## src/rtl/ins_assembler.sv

```systemverilog
// ins_assembler: decode-stage front end. Pairs instructions with their
// extension word when (ins & EXT_MASK) == EXT_MATCH, queues complete
// {ins, ext, has_ext} records in a DEPTH-entry FIFO and presents the head
// record to the decoder over a valid/ready handshake.
// Optional: define INS_ASSEMBLER_STATS_EN to add the ins_count/ext_count
// record counters.
module ins_assembler #(
  parameter int           W         = 16,
  parameter int           DEPTH     = 4,
  parameter logic [W-1:0] EXT_MASK  = 16'hF000,
  parameter logic [W-1:0] EXT_MATCH = 16'hF000,
  localparam int          LW        = $clog2(DEPTH + 1)
) (
  input  logic          cpu_clk,
  input  logic          cpu_rst,
  input  logic [W-1:0]  word,
  input  logic          word_valid,
  output logic          word_ready,
  input  logic          flush,
  output logic [W-1:0]  out_ins,
  output logic [W-1:0]  out_ext,
  output logic          out_has_ext,
  output logic          out_valid,
  input  logic          out_ready,
  output logic [LW-1:0] level,
`ifdef INS_ASSEMBLER_STATS_EN
  output logic [15:0]   ins_count,
  output logic [15:0]   ext_count,
`endif
  output logic          pending
);

  localparam int AW = $clog2(DEPTH);
  localparam int RW = 2 * W + 1;

  typedef enum logic {IDLE, WAIT_EXT} state_t;

  state_t          state_q, state_d;
  logic [W-1:0]    hold_q, hold_d;
  logic [AW-1:0]   wr_ptr_q, rd_ptr_q;
  logic [LW-1:0]   level_q;
  logic [RW-1:0]   mem [DEPTH];
  logic            accept, pop, push;
  logic [RW-1:0]   push_rec, head_rec;

  // Handshake qualifiers; flush blocks both sides for its cycle.
  always_comb begin
    word_ready = !cpu_rst && !flush && (level_q < LW'(DEPTH));
    accept     = word_valid && word_ready;
    out_valid  = (level_q != '0);
    pop        = out_valid && out_ready && !flush;
  end

  // Pairing FSM: decide next state, hold contents and the record to push.
  always_comb begin
    state_d  = state_q;
    hold_d   = hold_q;
    push     = 1'b0;
    push_rec = '0;
    if (flush) begin
      state_d = IDLE;
      hold_d  = '0;
    end else if (accept) begin
      case (state_q)
        IDLE: begin
          if ((word & EXT_MASK) == EXT_MATCH) begin
            hold_d  = word;
            state_d = WAIT_EXT;
          end else begin
            push     = 1'b1;
            push_rec = {1'b0, {W{1'b0}}, word};
          end
        end
        WAIT_EXT: begin
          // The second word is taken verbatim as the extension.
          push     = 1'b1;
          push_rec = {1'b1, word, hold_q};
          hold_d   = '0;
          state_d  = IDLE;
        end
        default: state_d = IDLE;
      endcase
    end
  end

  // FSM state and hold register.
  always_ff @(posedge cpu_clk or posedge cpu_rst) begin
    if (cpu_rst) begin
      state_q <= IDLE;
      hold_q  <= '0;
    end else begin
      state_q <= state_d;
      hold_q  <= hold_d;
    end
  end

  // FIFO storage; contents are qualified by level so need no reset.
  always_ff @(posedge cpu_clk) begin
    if (push) mem[wr_ptr_q] <= push_rec;
  end

  // FIFO pointers and occupancy; pointers wrap naturally at DEPTH.
  always_ff @(posedge cpu_clk or posedge cpu_rst) begin
    if (cpu_rst) begin
      wr_ptr_q <= '0;
      rd_ptr_q <= '0;
      level_q  <= '0;
    end else if (flush) begin
      wr_ptr_q <= '0;
      rd_ptr_q <= '0;
      level_q  <= '0;
    end else begin
      if (push) wr_ptr_q <= wr_ptr_q + 1'b1;
      if (pop)  rd_ptr_q <= rd_ptr_q + 1'b1;
      case ({push, pop})
        2'b10:   level_q <= level_q + 1'b1;
        2'b01:   level_q <= level_q - 1'b1;
        default: level_q <= level_q;
      endcase
    end
  end

  // Head record, forced to zero while the FIFO is empty.
  always_comb begin
    head_rec    = out_valid ? mem[rd_ptr_q] : '0;
    out_ins     = head_rec[W-1:0];
    out_ext     = head_rec[2*W-1:W];
    out_has_ext = head_rec[2*W];
    level       = level_q;
    pending     = (state_q == WAIT_EXT);
  end

`ifdef INS_ASSEMBLER_STATS_EN
  logic [15:0] ins_count_q, ext_count_q;

  // Record counters; survive flush, wrap at 16'hFFFF.
  always_ff @(posedge cpu_clk or posedge cpu_rst) begin
    if (cpu_rst) begin
      ins_count_q <= '0;
      ext_count_q <= '0;
    end else if (push) begin
      ins_count_q <= ins_count_q + 16'd1;
      if (push_rec[2*W]) ext_count_q <= ext_count_q + 16'd1;
    end
  end

  assign ins_count = ins_count_q;
  assign ext_count = ext_count_q;
`endif

endmodule

```

## config.mk

```make
export PLATFORM = sky130hd
export DESIGN_NAME = ins_assembler
export DESIGN_NICKNAME = d
export VERILOG_FILES = /design/src/rtl/ins_assembler.sv
export SDC_FILE = /design/constraint.sdc
export NUM_CORES = 1
export LEC_CHECK = 0
export BUFFER_PORTS_ARGS = -buffer_cell sky130_fd_sc_hd__buf_2
export CORE_AREA = 2 2 117 96
export DETAILED_ROUTE_END_ITERATION = 7
export DIE_AREA = 0 0 119 98
export GPL_TIMING_DRIVEN = 0
export PLACE_DENSITY_LB_ADDON = 0.25
export SYNTH_ARGS = -nofsm -noshare
export SYNTH_HDL_FRONTEND = slang
export SYNTH_SLANG_ARGS = --single-unit
```

## constraint.sdc

```tcl
create_clock -name cpu_clk -period 6.9 [get_ports cpu_clk]
set_clock_uncertainty 0.05 [all_clocks]
set_input_delay 0.345 -clock cpu_clk [delete_from_list [all_inputs] [get_ports cpu_clk]]
set_output_delay 0.345 -clock cpu_clk [all_outputs]
set_load 0.03 [all_outputs]
```

==> impl_metrics.py <==
metrics = {
    "status": {
        "status": "finished clean",
    },
    "synth": {
        "synth_most_common_cell": "edfxtp_1",
        "synth-async-reset-ratio_pct": 15.4,
        "ys.flop_type": "edfxtp_1",
        "synth_cells": 399,
        "yosysUniqueCellTypes": 40,
        "ys_top_cells_by_area": "edfxtp_1 60%, mux4_2 11%, dfrtp_1 9.1%",
        "syn_nets": 425,
        "synth_common_cells": "132 x edfxtp_1, 39 x and2_1, 33 x mux4_2",
        "yosys.area.top_type": "edfxtp_1",
        "post-synth-top-area-fraction_pct": 59.9,
        "syn_area_mm2": 0.00661,
        "syn_area_per_cell_um2": 16.6,
        "yosys_warnings": 0,
        "synth_edf_count": 132,
        "ys_ff_latch": 156,
        "yosysSeqAreaShare_pct": 69.0,
    },
    "floorplanning": {
        "num_rows": 34,
        "start_util_pct": 62.4,
        "coreArea_mm2": 0.0106,
        "die_y_um": 98,
        "io_pins": 60,
        "die-area_mm2": 0.0117,
        "dieWidth_um": 119,
    },
    "power": {
        "p_sw_share_pct": 32.6,
        "power_switching_mw": 0.838,
        "p_leak_nw": 2.87,
        "internal_power_mw": 1.73,
        "power.density_mw_per_mm2": 335,
        "p_clk_share_pct": 34.0,
        "power_mw": 2.57,
        "p_comb_share_pct": 24.3,
        "ir_drop_mv": 0.309,
        "p_seq_share_pct": 41.6,
    },
    "layout": {
        "final_nets": 504,
        "fin_cells": 635,
        "fillers": 637,
        "antenna_cells": 0,
        "drive_above_1_share_pct": 29.7,
        "final_cell_area_mm2": 0.00767,
        "final_util_pct": 72.4,
        "synthToLayoutAreaGrowth_pct": 16.0,
    },
    "sta": {
        "finalSetupTns_ns": 0,
        "rsz0062_at_grt": "no",
        "worst_pin_slew_ns": 0.971,
        "relSlewSlack_pct": 35.2,
        "period_share_pct": 40.8,
        "timing.fmax_mhz": 355,
        "setup_viol": 0,
        "fin_ws_ns": 4.08,
        "hold_violations": 0,
        "fin_hold_ws_ns": 0.131,
        "fin_crit_ns": 2.82,
        "slew_viol_final": 0,
    },
    "critical_path": {
        "required_ns": 6.50,
        "cp_cell_sequence": "clkbuf_1 > clkbuf_1 > mux4_2 > and2_1 > buf_2",
        "path_delay_family": "buffers and inverters",
        "crit_top_cell": "clkbuf_1",
        "end_kind": "output pin",
        "path_class": "reg -> out",
        "critPathLaunchType": "register",
        "path_max_fanout": 10,
        "cp.buffers_inverters": 3,
        "cpPeakStageDelay_ns": 0.57,
        "cp.arrival_ns": 2.42,
        "critical_path.slowest_cell": "clkbuf_1",
    },
    "drt": {
        "drc": 0,
        "num_vias": 3850,
        "ant_nets": 0,
        "drtIter0Drc": 308,
        "drt_wl_total_um": 13500,
        "routed_via_density": 6.06,
        "firstDrtPassIters": 5,
        "wl_per_cell_um": 21.3,
    },
    "global_route": {
        "grt_pass1_wl_um": 21500,
        "grt_pass1_vias": 3885,
        "gr-usage-all-layers_pct": 25.4,
        "grt_remaining_overflow": 0,
        "grt_max_degree": 34,
        "antenna_found_initial": 0,
    },
    "clock_tree": {
        "numClockSinks": 156,
        "hold_buffers": 0,
        "clk_latency_ns": 0.42,
        "cts_tree": "yes",
        "htree_levels": 4,
        "numCtsBuffers": 17,
        "cts_setup_buffers": 0,
        "clk_pin_slew_ns": 0.07,
        "cts_resized": 0,
        "cts_buffer_depth": 2,
        "clock_tree.root_cell": "clkbuf_16",
    },
    "job": {
        "drv_cap": 0,
    },
    "placement": {
        "dp.cells": 603,
        "placed_area_mm2": 0.00711,
        "gp_congestion": 0.836,
        "dp_hpwl_um": 8590,
        "io_buffer_count": 59,
        "pre_cts_ws_ns": 4.16,
    },
    "min_path": {
        "hold_class": "in -> async",
    },
}
cell usage in the layout, fill, tap and decap left out, types with 3 or more instances in the layout:
| cell type | Yosys | final |
|---|---|---|
| mux4_2 | 33 | 33 |
| dfrtp_1 | 24 | 24 |
| edfxtp_1 | 132 | 132 |
| and2_1 | 39 | 35 |
| buf_2 | 4 | 63 |
| inv_6 | 0 | 5 |
| a21oi_2 | 4 | 4 |
| clkbuf_16 | 0 | 17 |
| o21ai_1 | 6 | 6 |
| clkbuf_1 | 21 | 21 |
| nor2_1 | 8 | 8 |
| a21oi_1 | 18 | 18 |
| clkinvlp_4 | 0 | 4 |
| a22oi_1 | 6 | 6 |
| ha_1 | 4 | 4 |
| and3_1 | 16 | 16 |
| inv_1 | 3 | 3 |
| and2_2 | 0 | 4 |
| nand2_1 | 22 | 22 |
| a22o_1 | 6 | 6 |
| nand2b_1 | 7 | 7 |
| inv_8 | 0 | 3 |
| nand3b_1 | 17 | 17 |
| nor2b_1 | 3 | 3 |
logic make-up after synthesis:
family / count (synthesis) / share of synthesized area, %
AO/OA/AOI/OAI: 45 / 4.45
XOR/XNOR: 3 / 0.397
adder cells (fa/ha/maj): 5 / 1.06
buffers and inverters: 30 / 1.89
flip-flops: 156 / 69.0
multiplexers: 37 / 11.9
AND/OR/NAND/NOR: 123 / 11.3
routing by layer:
metal  up-vias  GRT usage [%]  wire (µm)
met4         0           8.61        190
met5         -              0          0
met3        21           6.07        830
met2       173           40.5       6760
met1      1964           35.2       5740
li1       1692              -          -
power by group through the flow:
stage / Clock [mW] / Combinational [mW] / Sequential (mW)
6_report: 0.875 / 0.625 / 1.07
3_5_place_dp: 0 / 0.631 / 1.09
5_1_grt: 0.922 / 0.670 / 1.07
2_1_floorplan: 0 / 0.438 / 1.10
4_1_cts: 0.883 / 0.634 / 1.07
3_3_place_gp: 0 / 0.620 / 1.09
final timing paths:
| check | from | endpoint | slack [ns] | depth (start not counted) |
|---|---|---|---|---|
| worst max-delay path | rd_ptr_q[1]$_DFFE_PP0P_ | out_ins[9] | 4.08 | 5 |
| worst min-delay path | cpu_rst | hold_q[11]$_DFFE_PP0P_ | 0.13 | 2 |
| worst max register to register | level[2]$_DFFE_PP0P_ | level[2]$_DFFE_PP0P_ | 4.18 | 8 |
| worst min register to register | hold_q[2]$_DFFE_PP0P_ | hold_q[2]$_DFFE_PP0P_ | 0.46 | 1 |
| max in group asynchronous | cpu_rst | hold_q[7]$_DFFE_PP0P_ | 6.07 | 2 |
| min in group cpu_clk | word[0] | hold_q[0]$_DFFE_PP0P_ | 0.17 | 2 |
final cells by class:
| class | count | area [µm²] | area share (%) |
|---|---|---|---|
| timing repair buffer | 60 | 315 | 4.11 |
| clock buffer | 17 | 425 | 5.55 |
| clock inverter | 15 | 129 | 1.68 |
| multi-input combinational | 213 | 1930 | 25.1 |
| sequential | 156 | 4560 | 59.5 |
| tap | 144 | 180 | 2.35 |
| inverter | 3 | 11.3 | 0.147 |
| buffer | 27 | 114 | 1.48 |
flip-flops by register name, summed over array words and instances, names as in the netlist:
name,flops
mem,132
hold_q,16
level,3
rd_ptr_q,2
wr_ptr_q,2
pending,1
Note: power is estimated with default switching activity, not from simulation.
